## src/rtl/busca_instrucoes_if.sv

```systemverilog
// Fetch-unit bus: instruction memory read port plus the valid/ready queue
// toward decode and the branch redirect inputs.
interface busca_instrucoes_if;
   logic [7:0] address;
   logic [7:0] instruction_in;
   logic [7:0] instr;
   logic [7:0] instr_pc;
   logic       instr_valid;
   logic       instr_ready;
   logic       desvio;
   logic [7:0] desvio_alvo;

   modport master (
      output address,
      input  instruction_in,
      output instr,
      output instr_pc,
      output instr_valid,
      input  instr_ready,
      input  desvio,
      input  desvio_alvo
   );

   modport slave (
      input  address,
      output instruction_in,
      input  instr,
      input  instr_pc,
      input  instr_valid,
      output instr_ready,
      output desvio,
      output desvio_alvo
   );
endinterface

```

## src/rtl/busca_instrucoes.sv

```systemverilog
// Instruction fetch unit: owns the PC, reads a falling-edge-registered
// instruction memory and buffers {instruction, pc} in a 2-entry queue.
module busca_instrucoes (
   input  logic                clk,
   input  logic                rst_n,
   busca_instrucoes_if.master  bus
);

   logic [7:0] pc_q, pc_d;
   logic       primed_q;
   logic [1:0] count_q, count_d;
   logic       wr_ptr_q, wr_ptr_d;
   logic       rd_ptr_q, rd_ptr_d;
   logic [7:0] fifo_instr_q [2];
   logic [7:0] fifo_pc_q    [2];

   logic valid;
   logic pop;
   logic cap;

   assign valid = (count_q != 2'd0);
   assign pop   = valid & bus.instr_ready;
   // A full queue may still capture when the head leaves on the same edge.
   assign cap   = primed_q & ~bus.desvio & ((count_q != 2'd2) | pop);

   always_comb begin
      pc_d     = pc_q;
      count_d  = count_q;
      wr_ptr_d = wr_ptr_q;
      rd_ptr_d = rd_ptr_q;
      if (bus.desvio) begin
         pc_d     = bus.desvio_alvo;
         count_d  = 2'd0;
         wr_ptr_d = 1'b0;
         rd_ptr_d = 1'b0;
      end else begin
         if (cap) begin
            pc_d     = pc_q + 8'd1;
            wr_ptr_d = ~wr_ptr_q;
         end
         if (pop) begin
            rd_ptr_d = ~rd_ptr_q;
         end
         count_d = count_q + {1'b0, cap} - {1'b0, pop};
      end
   end

   // primed waits one full cycle so the memory has seen a stable address.
   always_ff @(posedge clk or negedge rst_n) begin
      if (!rst_n) begin
         pc_q     <= 8'h00;
         primed_q <= 1'b0;
         count_q  <= 2'd0;
         wr_ptr_q <= 1'b0;
         rd_ptr_q <= 1'b0;
      end else begin
         pc_q     <= pc_d;
         primed_q <= 1'b1;
         count_q  <= count_d;
         wr_ptr_q <= wr_ptr_d;
         rd_ptr_q <= rd_ptr_d;
      end
   end

   always_ff @(posedge clk) begin
      if (cap) begin
         fifo_instr_q[wr_ptr_q] <= bus.instruction_in;
         fifo_pc_q[wr_ptr_q]    <= pc_q;
      end
   end

   assign bus.address     = pc_q;
   assign bus.instr_valid = valid;
   assign bus.instr       = valid ? fifo_instr_q[rd_ptr_q] : 8'h00;
   assign bus.instr_pc    = valid ? fifo_pc_q[rd_ptr_q]    : 8'h00;

endmodule

```

## src/flat_wrapper.sv

```systemverilog
// flat-port wrapper written by rule: the top's interface ports become plain ports
module busca_instrucoes_flat 
  (clk, rst_n, bus_address, bus_instruction_in, bus_instr, bus_instr_pc, bus_instr_valid, bus_instr_ready, bus_desvio, bus_desvio_alvo);
  busca_instrucoes_if bus_i ();
  input  logic clk;
  input  logic rst_n;
  output wire logic [$bits(bus_i.address)-1:0] bus_address;
  input wire logic [$bits(bus_i.instruction_in)-1:0] bus_instruction_in;
  output wire logic [$bits(bus_i.instr)-1:0] bus_instr;
  output wire logic [$bits(bus_i.instr_pc)-1:0] bus_instr_pc;
  output wire logic [$bits(bus_i.instr_valid)-1:0] bus_instr_valid;
  input wire logic [$bits(bus_i.instr_ready)-1:0] bus_instr_ready;
  input wire logic [$bits(bus_i.desvio)-1:0] bus_desvio;
  input wire logic [$bits(bus_i.desvio_alvo)-1:0] bus_desvio_alvo;
  assign bus_address = bus_i.address;
  assign bus_i.instruction_in = bus_instruction_in;
  assign bus_instr = bus_i.instr;
  assign bus_instr_pc = bus_i.instr_pc;
  assign bus_instr_valid = bus_i.instr_valid;
  assign bus_i.instr_ready = bus_instr_ready;
  assign bus_i.desvio = bus_desvio;
  assign bus_i.desvio_alvo = bus_desvio_alvo;
  busca_instrucoes u_core (.clk(clk), .rst_n(rst_n), .bus(bus_i));
endmodule
```

## config.mk

```make
export PLATFORM = sky130hd
export DESIGN_NAME = busca_instrucoes_flat
export DESIGN_NICKNAME = d
export VERILOG_FILES = /design/src/rtl/busca_instrucoes_if.sv /design/src/rtl/busca_instrucoes.sv /design/src/flat_wrapper.sv
export SDC_FILE = /design/constraint.sdc
export NUM_CORES = 1
export LEC_CHECK = 0
export BUFFER_PORTS_ARGS = -buffer_cell sky130_fd_sc_hd__buf_2
export CAP_MARGIN = 20
export CORE_UTILIZATION = 53
export DETAILED_ROUTE_END_ITERATION = 10
export PLACE_DENSITY = 0.82
export SLEW_MARGIN = 30
export SYNTH_ARGS = -nofsm -noshare
export SYNTH_HDL_FRONTEND = slang
export SYNTH_SLANG_ARGS = --single-unit
```

## constraint.sdc

```tcl
create_clock -name clk -period 3.2 [get_ports clk]
set_clock_uncertainty 0.2 [all_clocks]
set_input_delay 0.64 -clock clk [delete_from_list [all_inputs] [get_ports clk]]
set_output_delay 0.64 -clock clk [all_outputs]
set_load 0.02 [all_outputs]
```

==> out/results.md <==
| Result | Reported |
|:---|:---|
| Slew at the pin closest to its max-slew limit | 0.915 ns |
| Vias in the first global route | 1331 |
| CP required | 2.36 ns |
| Post-CTS sizing | 0 |
| Share of the core filled with cells | 68.6% |
| Worst Setup Start Kind | register |
| Post-synthesis average cell area | 12.8 µm² |
| Total number of placement rows | 21 |
| Violation count after the first detailed-route iteration | 34 |
| Post-Route Setup TNS | 0 ns |
| Highest clock frequency the design can meet | 0.370 GHz |
| Overall power | 0.00127 W |
| Clock input transition at the sequential cells of the worst setup and hold paths | 0.13 ns |
| Layout cells sized above 1 | 29.2% |
| Number of nets in the synthesized netlist | 174 |
| DR DRC count | 0 |
| Number of clock buffers inserted by TritonCTS | 5 |
| Synthesized instance count | 152 |
| Antenna viol nets, final | 0 |
| RSZ-0062 raised after global routing | false |
| Synth Area in Simple Gates | 14.4% |
| CTS tree | yes |
| Endpoint of the most critical register-to-register path | u_core.fifo_instr_q[1][3]$_DFFE_PP_ |
| Total congestion overflow | 0 |
| Vias per cell | 5.49 |
| Number of buffers inserted to repair setup after CTS | 0 |
| Sequential cell area fraction in the yosys report | 66.1% |
| Wire length after detailed routing | 3.65 mm |
| Power density normalized to cell area | 542 nW/µm² |
| Routed wire per std cell | 14.7 µm |
| H-tree levels | 2 |
| Root Driver | sky130_fd_sc_hd__clkbuf_4 |
| Global-route track usage on met3 | 5.66% |
| Share of flip-flops with an asynchronous set or reset | 28.9% |
| Hold violation count in the final report | 0 |
| Number of fill cells | 247 |
| Number of ports placed on the die boundary | 45 |
| Die Ht | 62.6 µm |
| ANT cells | 0 |
| Worst EP arrival | 1.86 ns |
| Number of slew-limit violations in the final report | 0 |
| Number of different library cells in the post-synthesis netlist | 32 |
| Run status | finished clean |
| Post-route clock period utilization | 84.5% |
| Xor-xnor portion of the synthesized cell area | 0.450% |
| Die outline area | 3920 µm² |
| Worst reg2reg path depth | 4 |
| Yosys top cell by area | sky130_fd_sc_hd__edfxtp_1 |
| Clock buffer depth | 2 |
| Detailed Routing Iterations Pass 1 | 4 |
| Shortest clock period the worst path allows after layout | 2.70 ns |
| First-pass GRT wire length | 6.05 mm |
| HPWL after detailed placement | 2.54 mm |
| Effective utilization at floorplan | 57.0% |
| Launching point of the worst reg2reg path | u_core.count_q[1]$_DFF_PN0_ |
| Largest cells by area after synthesis | sky130_fd_sc_hd__edfxtp_1 (49%), sky130_fd_sc_hd__dfrtp_1 (17%), sky130_fd_sc_hd__mux2i_1 (8.2%) |
| Number of nets in the layout | 223 |
| Port Buffers | 44 |
| Crit Path Category | reg -> out |
| Critical Path End Type | output pin |
| Layer carrying the most global-route usage | met2 |
| Flop and latch count out of synthesis | 45 |
| Count of clock tree sinks | 45 |
| Worst hold path type | in -> reg |
| Register-to-Register Setup Slack | 1.05 ns |
| Worst voltage drop across the vdd grid | 0.311 mV |
| End of the worst hold path | u_core.fifo_instr_q[0][0]$_DFFE_PP_ |
| Number of enable-type register cells in the synthesized netlist | 32 |
| Multiplexer area fraction after synthesis | 8.23% |
| Clk Latency, worst-skew pair | 0.35 ns |
| Setup crit start | u_core.rd_ptr_q$_DFFE_PN0P_ |
| Main synth FF type | sky130_fd_sc_hd__edfxtp_1 |
| Initial antenna violation count | 0 |
| Met2 usage in global routing | 35.1% |
| Vias after detailed routing | 1362 |
| Hold Slack | 0.257 ns |
| Top fanout value on the critical path | 17 |
| Area fraction of the dominant cell type after synthesis | 49.4% |
| Count of max-cap constraint violations | 0 |
| YS warnings | 0 |
| Synth-to-Final Area Change | 20.4% |
| Fraction of the mapped netlist area in adder cells | 1.29% |
| Normalized max-slew margin | 39.0% |
| GR Layer Usage met1 | 24.1% |
| Mapped cell area | 1950 µm² |
| Main combinational cell family by area after synthesis | simple AND/OR/NAND/NOR gates |
| Width of the die | 62.6 µm |
| Critical hold path startpoint | bus_instruction_in[0] |
| Maximum number of pins on one net before global-route repair | 21 |
| Hold path depth | 1 |
| Final weighted congestion in routability-driven placement | 0.739 |
| Total global routing track utilization | 20.4% |
| Placeable core region | 3420 µm² |
| Static power due to leakage | 0.930 nW |
| Area fraction in compound gates after synthesis | 6.88% |
| Total setup violations reported at the end of the flow | 0 |
==> where the power goes <==
group / switching (W) / internal [W] / leakage (nW) / total [W]
Sequential: 0.0000357 / 0.000662 / 0.450 / 0.000697
Combinational: 0.0000917 / 0.0000617 / 0.424 / 0.000153
Clock: 0.000177 / 0.000242 / 0.0552 / 0.000419
Total: 0.000304 / 0.000965 / 0.930 / 0.00127
==> metrics by stage <==
stage                     area [µm²]  setup slack (ns)  cells
final                           2340             0.496    248
after global routing            2340             0.373    248
after CTS                       2340             0.458    248
after detailed placement        2230             0.755    239
after global placement          2230             0.832    239
after floorplan                 1950             0.297    152
==> sequential cells by signal, summed over array words and instances, names as in the netlist <==
signal and flops:
u_core.rd_ptr_q 1, u_core.count_q 2, u_core.fifo_pc_q 16, u_core.wr_ptr_q 1
u_core.fifo_instr_q 16, u_core.bus.address 8, u_core.primed_q 1
==> area by class of cell <==
type                            instances  area (µm²)  area share, %
Clock buffer                            5        37.5           1.60
Clock inverter                          3        65.1           2.78
Inverter                                6        22.5          0.961
Multi-Input combinational cell         95         622           26.5
Sequential cell                        45        1290           54.9
Tap cell                               46        57.6           2.46
Timing Repair Buffer                   48         253           10.8
==> how the worst max path moves through the flow <==
stage	slack (ns)	to
4_1_cts	0.46	bus_instr_pc[4]
5_1_grt	0.37	bus_instr_pc[5]
6_report	0.50	bus_instr_pc[4]
3_5_place_dp	0.76	u_core.fifo_instr_q[1][7]$_DFFE_PP_
3_3_place_gp	0.83	u_core.fifo_instr_q[1][7]$_DFFE_PP_
2_1_floorplan	0.30	u_core.fifo_instr_q[1][0]$_DFFE_PP_
==> metal layers <==
metal / wire length (µm) / up-vias / part of all wire, %
li1: - / 660 / -
met1: 1570 / 643 / 43
met2: 1830 / 55 / 50
met3: 210 / 4 / 5.7
met4: 41 / 0 / 1.1
met5: 0 / - / 0
==> what timing repair did <==
action,4_1_cts,5_1_grt
hold endpoints to repair,13,0
setup endpoints to repair,0,0
hold buffers,1,0
==> cells by family after synthesis <==
kind of cell	after synthesis
simple gates	55
flops	45
compound gates	20
mux	16
buf+inv	12
fa+ha+maj	2
other cells	1
xor+xnor	1
==> cell usage after synthesis, drive strengths merged, types with 3 or more instances <==
cell type	instances
nand2	4
dfrtp	13
edfxtp	32
nor2	25
buf	4
inv	6
o21ai	6
mux2i	16
or4	4
o31ai	3
nand3	6
nor2b	4
a31oi	4
==> worst max-delay path, cell delays in order, from the launching register on <==
cell and delay (ns):
sky130_fd_sc_hd__dfrtp_1 0.97, sky130_fd_sc_hd__mux2i_1 0.30, sky130_fd_sc_hd__nor2_1 0.07, sky130_fd_sc_hd__buf_2 0.16
==> placed cells by master, fill, tap and decap left out, types with 2 or more instances in the layout <==
master                       n
sky130_fd_sc_hd__mux2i_1    16
sky130_fd_sc_hd__o31ai_1     3
sky130_fd_sc_hd__or3_1       2
sky130_fd_sc_hd__or3b_1      2
sky130_fd_sc_hd__nor2b_1     4
sky130_fd_sc_hd__nand3_1     6
sky130_fd_sc_hd__nor4_1      2
sky130_fd_sc_hd__buf_4       3
sky130_fd_sc_hd__buf_2      44
sky130_fd_sc_hd__clkbuf_4    5
sky130_fd_sc_hd__a21oi_1     2
sky130_fd_sc_hd__ha_1        2
sky130_fd_sc_hd__a31oi_1     4
sky130_fd_sc_hd__a221o_1     2
sky130_fd_sc_hd__o311ai_1    2
sky130_fd_sc_hd__dfrtp_1    13
sky130_fd_sc_hd__nor2_1     25
sky130_fd_sc_hd__bufinv_16   2
sky130_fd_sc_hd__nor3b_2     2
sky130_fd_sc_hd__nand2_1     4
sky130_fd_sc_hd__or4_1       4
sky130_fd_sc_hd__edfxtp_1   32
sky130_fd_sc_hd__o21ai_0     5
sky130_fd_sc_hd__inv_1       6
No activity file was read; power rests on OpenSTA's default activity.
